**src/rtl/ser4_mux_sequencer_if.sv**
```systemverilog
// ----------------------------------------------------------------------------
// ser4_mux_sequencer_if
//   Bundles the word-input handshake, the four lanes and the serial slot
//   output of ser4_mux_sequencer.
//
//   Parameter
//     DATA_W   width of each lane I0..I3 and of O
//
//   Signals
//     I_VALID  upstream word valid
//     I_READY  sequencer can accept a word
//     I0..I3   lane data, sampled only on the input handshake
//     O        selected lane hold[S]
//     O_VALID  O is a valid slot
//     O_READY  downstream accepts the current slot
//     S        current select {S1,S0} (00->I0 .. 11->I3)
//     O_LAST   high on slot 3 of a word
//
//   Modports
//     master   word producer / slot consumer side
//     slave    the sequencer itself
// ----------------------------------------------------------------------------
interface ser4_mux_sequencer_if #(
    parameter int DATA_W = 1
) ();
    logic              I_VALID;
    logic              I_READY;
    logic [DATA_W-1:0] I0;
    logic [DATA_W-1:0] I1;
    logic [DATA_W-1:0] I2;
    logic [DATA_W-1:0] I3;
    logic [DATA_W-1:0] O;
    logic              O_VALID;
    logic              O_READY;
    logic [1:0]        S;
    logic              O_LAST;

    modport master (
        output I_VALID, I0, I1, I2, I3, O_READY,
        input  I_READY, O, O_VALID, S, O_LAST
    );

    modport slave (
        input  I_VALID, I0, I1, I2, I3, O_READY,
        output I_READY, O, O_VALID, S, O_LAST
    );
endinterface

```
**src/rtl/ser4_mux_sequencer.sv**
```systemverilog
// ----------------------------------------------------------------------------
// ser4_mux_sequencer
//   4:1 parallel-to-serial sequencer feeding a MUX4 select path. A 4-lane
//   word is captured on the input handshake and then presented one lane per
//   accepted output slot, with S carrying the matching MUX4 select.
//
//   Parameter
//     DATA_W   width of each lane and of O (default 1)
//
//   Ports
//     CLK      single clock, rising edge
//     CLEAR    asynchronous, active-high reset
//     bus      ser4_mux_sequencer_if.slave (I_VALID/I_READY, I0..I3,
//              O/O_VALID/O_READY, S, O_LAST)
//
//   Build option
//     SER4_MUX_SEQUENCER_PRELOAD_EN  when defined, a new word may be loaded
//     on the same edge as the last-slot transfer, giving gapless words.
//     When undefined, a word is only accepted in IDLE, so every word is
//     followed by at least one idle cycle.
// ----------------------------------------------------------------------------
module ser4_mux_sequencer #(
    parameter int DATA_W = 1
) (
    input logic                 CLK,
    input logic                 CLEAR,
    ser4_mux_sequencer_if.slave bus
);

    typedef enum logic {
        IDLE  = 1'b0,
        SHIFT = 1'b1
    } state_t;

    state_t            state;
    logic [1:0]        cnt;
    logic [DATA_W-1:0] hold [4];

    logic in_hs;
    logic slot_xfer;
    logic last_xfer;

    assign slot_xfer = (state == SHIFT) && bus.O_READY;
    assign last_xfer = slot_xfer && (cnt == 2'd3);

`ifdef SER4_MUX_SEQUENCER_PRELOAD_EN
    // Ready on the last-slot transfer lets the next word replace the
    // current one without dropping O_VALID.
    assign bus.I_READY = (state == IDLE) || last_xfer;
`else
    assign bus.I_READY = (state == IDLE);
`endif

    assign in_hs = bus.I_VALID && bus.I_READY;

    always_ff @(posedge CLK or posedge CLEAR) begin
        if (CLEAR) begin
            state   <= IDLE;
            cnt     <= 2'd0;
            hold[0] <= '0;
            hold[1] <= '0;
            hold[2] <= '0;
            hold[3] <= '0;
        end else begin
            if (in_hs) begin
                // Also covers the preload case: the load wins over the
                // last-slot return to IDLE.
                hold[0] <= bus.I0;
                hold[1] <= bus.I1;
                hold[2] <= bus.I2;
                hold[3] <= bus.I3;
                cnt     <= 2'd0;
                state   <= SHIFT;
            end else if (slot_xfer) begin
                if (cnt == 2'd3) begin
                    cnt   <= 2'd0;
                    state <= IDLE;
                end else begin
                    cnt <= cnt + 2'd1;
                end
            end
        end
    end

    // Outputs are decoded straight from the registers.
    assign bus.S       = cnt;
    assign bus.O       = hold[cnt];
    assign bus.O_VALID = (state == SHIFT);
    assign bus.O_LAST  = (state == SHIFT) && (cnt == 2'd3);

endmodule
```
**src/flat_wrapper.sv**
```systemverilog
// flat-port wrapper written by rule: the top's interface ports become plain ports
module ser4_mux_sequencer_flat 
#(
    parameter int DATA_W = 1
)
  (CLK, CLEAR, bus_I_VALID, bus_I0, bus_I1, bus_I2, bus_I3, bus_O_READY, bus_I_READY, bus_O, bus_O_VALID, bus_S, bus_O_LAST);
  ser4_mux_sequencer_if #(.DATA_W(DATA_W)) bus_i ();
  input logic CLK;
  input logic CLEAR;
  input wire logic [$bits(bus_i.I_VALID)-1:0] bus_I_VALID;
  input wire logic [$bits(bus_i.I0)-1:0] bus_I0;
  input wire logic [$bits(bus_i.I1)-1:0] bus_I1;
  input wire logic [$bits(bus_i.I2)-1:0] bus_I2;
  input wire logic [$bits(bus_i.I3)-1:0] bus_I3;
  input wire logic [$bits(bus_i.O_READY)-1:0] bus_O_READY;
  output wire logic [$bits(bus_i.I_READY)-1:0] bus_I_READY;
  output wire logic [$bits(bus_i.O)-1:0] bus_O;
  output wire logic [$bits(bus_i.O_VALID)-1:0] bus_O_VALID;
  output wire logic [$bits(bus_i.S)-1:0] bus_S;
  output wire logic [$bits(bus_i.O_LAST)-1:0] bus_O_LAST;
  assign bus_i.I_VALID = bus_I_VALID;
  assign bus_i.I0 = bus_I0;
  assign bus_i.I1 = bus_I1;
  assign bus_i.I2 = bus_I2;
  assign bus_i.I3 = bus_I3;
  assign bus_i.O_READY = bus_O_READY;
  assign bus_I_READY = bus_i.I_READY;
  assign bus_O = bus_i.O;
  assign bus_O_VALID = bus_i.O_VALID;
  assign bus_S = bus_i.S;
  assign bus_O_LAST = bus_i.O_LAST;
  ser4_mux_sequencer #(.DATA_W(DATA_W)) u_core (.CLK(CLK), .CLEAR(CLEAR), .bus(bus_i));
endmodule
```
**config.mk**
```make
export PLATFORM = sky130hd
export DESIGN_NAME = ser4_mux_sequencer_flat
export DESIGN_NICKNAME = d
export VERILOG_FILES = /design/src/rtl/ser4_mux_sequencer_if.sv /design/src/rtl/ser4_mux_sequencer.sv /design/src/flat_wrapper.sv
export SDC_FILE = /design/constraint.sdc
export NUM_CORES = 1
export LEC_CHECK = 0
export CORE_AREA = 2 2 39 41
export CTS_BUF_LIST = sky130_fd_sc_hd__clkbuf_8
export DETAILED_ROUTE_END_ITERATION = 8
export DIE_AREA = 0 0 41 43
export PLACE_DENSITY = 0.53
export SLEW_MARGIN = 20
export SYNTH_ARGS = -nofsm -noshare
export SYNTH_HDL_FRONTEND = slang
export SYNTH_SLANG_ARGS = --single-unit
```
**constraint.sdc**
```tcl
create_clock -name CLK -period 1.2 [get_ports CLK]
set_clock_uncertainty 0.15 [all_clocks]
set_input_delay 0.18 -clock CLK [delete_from_list [all_inputs] [get_ports CLK]]
set_output_delay 0.18 -clock CLK [all_outputs]
set_load 0.02 [all_outputs]
```
==> results.yml <==
run_status:
  status: "finished with violations"
  violations: "setup timing"
logic_synthesis:
  synth_flop_cell: "dfrtp_1"
  synth-edff-count: 0
  synth.most_common_cell: "dfrtp_1"
  synth_area_leaders: "dfrtp_1, mux2_4, mux2_2, mux4_2, a32o_1"
  syn_area_um2: 360
  yosysWarnings: 0
  syn_nets: 34
  synth_top_area_share_pct: 48.6
  yosysSeqAreaShare_pct: 48.6
  synthesis.instances: 25
  async_reset_ff_share_pct: 100
  yosysTopAreaCell: "dfrtp_1"
  avgSynthCellArea_um2: 14.4
  ys_ff_latch: 7
  synthDistinctLibCells: 14
clock_network:
  cts_hold_buf: 0
  cts.sinks: 7
  clockBufferDepth: 2
  cts_tree: "yes"
  worstSkewPairLatency_ns: 0.22
  cts_buffers: 3
  h-tree-depth: 1
  cts_root_buf: "clkbuf_8"
  clk_pin_slew_ns: 0.04
floorplanning:
  dieArea_mm2: 0.00176
  num_io_pins: 14
  fp.dieH_um: 43
  die_x_um: 41
  core-area_mm2: 0.00138
  row_count: 14
  initial_core_util_pct: 26.0
worst_setup_path:
  cp-end-kind: "output port"
  timing.rr.start: "u_core.bus.O_VALID$_DFFE_PP0P_"
  regToRegSetupSlack_ns: -0.09
  worstPathArrival_ns: 1.23
  crit_type: "reg2out"
  crit_chain: "mux4_2 > buf_6"
  cp_max_fo: 2
  critPathLaunchType: "flip-flop"
  slowest_delay_ns: 0.50
  crit_slowest_cell: "mux4_2"
  r2r-end: "u_core.hold[0]$_DFFE_PP0N_"
  worst-r2r-cell-count: 3
  crit_required_ns: 0.87
sta:
  period_share_pct: 130
  setup_viol: 10
  fin_crit_ns: 1.56
  rsz0062_at_grt: "true"
  fmaxAchievable_ghz: 0.641
  tightestPinTransition_ns: 0.260
  slew_headroom_pct: 82.6
  slew_viol_final: 0
  hold_viol: 0
  setup-tns-final_ns: -1.29
  setup_slack_ns: -0.359
final_layout:
  regArea_um2: 179
  n_antenna_cell: 0
  syn2layout_area_growth_pct: 85.1
  final_area_um2: 667
  drive_gt1_share_pct: 65.4
  multi_input_area_um2: 190
  nFillCells: 129
  final_nets: 62
pwr:
  seqPwrFrac_pct: 25.5
  peakVddDrop_mv: 1.03
  clkPwrFrac_pct: 17.6
  p_comb_share_pct: 56.9
  switching_power_w: 0.000550
  p_leak_nw: 0.323
  p_int_w: 0.00122
  power_per_cell_area_mw_per_mm2: 2660
  p_total_w: 0.00177
  p_sw_share_pct: 31.0
grt:
  antenna_found_initial: 0
  overflow: 0
  grtUsageTotal_pct: 11.6
  grt_start_max_net_pins: 8
  grt_pass1_wl_um: 1290
  grt_pass1_vias: 309
flow_run:
  max_cap_violations: 0
detailed_routing:
  wl_um: 773
  first_pass_iters: 2
  drc_errors: 0
  viasPerCell: 4.34
  postRouteAntennaNets: 0
  wl_per_cell_um: 11.4
  via_count: 295
  drt_iter0_markers: 4
placement:
  place_area_um2: 572
  dp_hpwl_um: 569
  port_buffers: 13
  gp_congestion: 0.740
worst_hold_path:
  hold_path_class: "in2async"
[power groups by stage]
stage               combinational (W)  clock (W)  sequential [W]
floorplan                    0.000437          0        0.000483
global placement             0.000870          0        0.000436
detailed placement           0.000873          0        0.000443
CTS                           0.00101   0.000328        0.000452
global route                  0.00108   0.000357        0.000470
finish                        0.00101   0.000313        0.000451
[sequential cells by signal (all words and copies together), names as in the netlist]
| register | cells |
|---|---|
| u_core.bus.S | 2 |
| u_core.bus.O_VALID | 1 |
| u_core.hold | 4 |
[cell type report]
type / count / area share [%]
well taps: 16 / 3.00
clock buffers: 3 / 6.19
flip-flops and latches: 7 / 26.8
repair buffers: 24 / 33.8
clock inverters: 1 / 0.563
multi-input cells: 15 / 28.5
inverters: 2 / 1.13
[critical path: cells and delay by family, from the launching register on]
kind                   cells  cell delay [ns]
multiplexers               1             0.50
flip-flops                 1             0.36
buffers and inverters      1             0.15
[layout by cell type, fill, tap and decap left out]
master,synthesis,routed
a31oi_1,1,1
a32o_1,2,2
and2_4,0,1
buf_2,0,1
buf_4,0,8
buf_6,1,8
clkbuf_8,0,3
clkdlybuf4s50_1,0,7
dfrtp_1,7,4
dfrtp_2,0,3
ha_4,0,1
inv_1,2,2
inv_2,0,1
mux2_4,2,4
mux2i_1,1,1
mux4_2,1,1
nand2b_4,1,1
nor2_1,2,1
nor2_2,0,1
nor2b_4,1,1
[worst max path at each step]
stage,startpoint,endpoint,slack (ns),depth (start not counted)
6_report,u_core.bus.S[0]$_DFFE_PP0P_,bus_O,-0.36,2
5_1_grt,u_core.bus.S[0]$_DFFE_PP0P_,bus_O,-0.40,2
4_1_cts,u_core.bus.S[0]$_DFFE_PP0P_,bus_O,-0.37,2
3_5_place_dp,u_core.bus.S[0]$_DFFE_PP0P_,bus_O,-0.53,2
3_3_place_gp,u_core.bus.S[0]$_DFFE_PP0P_,bus_O,-0.53,2
2_1_floorplan,u_core.bus.S[0]$_DFFE_PP0P_,bus_O,-0.16,1
[through the flow]
stage | hold slack (ns) | worst slack [ns] | cells | utilization, %
final | 0.0354 | -0.359 | 68 | 48.2
after global routing | 0.0538 | -0.399 | 68 | 48.2
after CTS | 0.0385 | -0.370 | 68 | 47.9
after detailed placement | 0.274 | -0.530 | 61 | 41.3
after global placement | 0.273 | -0.529 | 61 | 41.3
after floorplan | -0.167 | -0.157 | 25 | -
[cells by family after synthesis]
group,after synthesis,share of synthesized area [%]
AND/OR/NAND/NOR,5,11.8
flip-flops,7,48.6
AO/OA/AOI/OAI,3,7.29
buffers and inverters,3,5.21
adder cells (fa/ha/maj),1,3.47
multiplexers,6,23.6
[timing repair]
item / in CTS / in global routing
setup buffers: 3 / 0
endpoints found under the setup margin: 11 / 12
gates resized for setup: 39 / 2
pin swaps: 2 / 0
[metal layers]
layer | global-route usage (%) | routed length (µm) | part of all wire (%) | vias to the layer above
li1 | - | - | - | 143
met1 | 13.0 | 288 | 37 | 142
met2 | 16.9 | 407 | 53 | 10
met3 | 9.42 | 76 | 9.8 | 0
met4 | 2.00 | 0 | 0 | 0
met5 | 0 | 0 | 0 | -
Power figures use the tool's default switching activity.
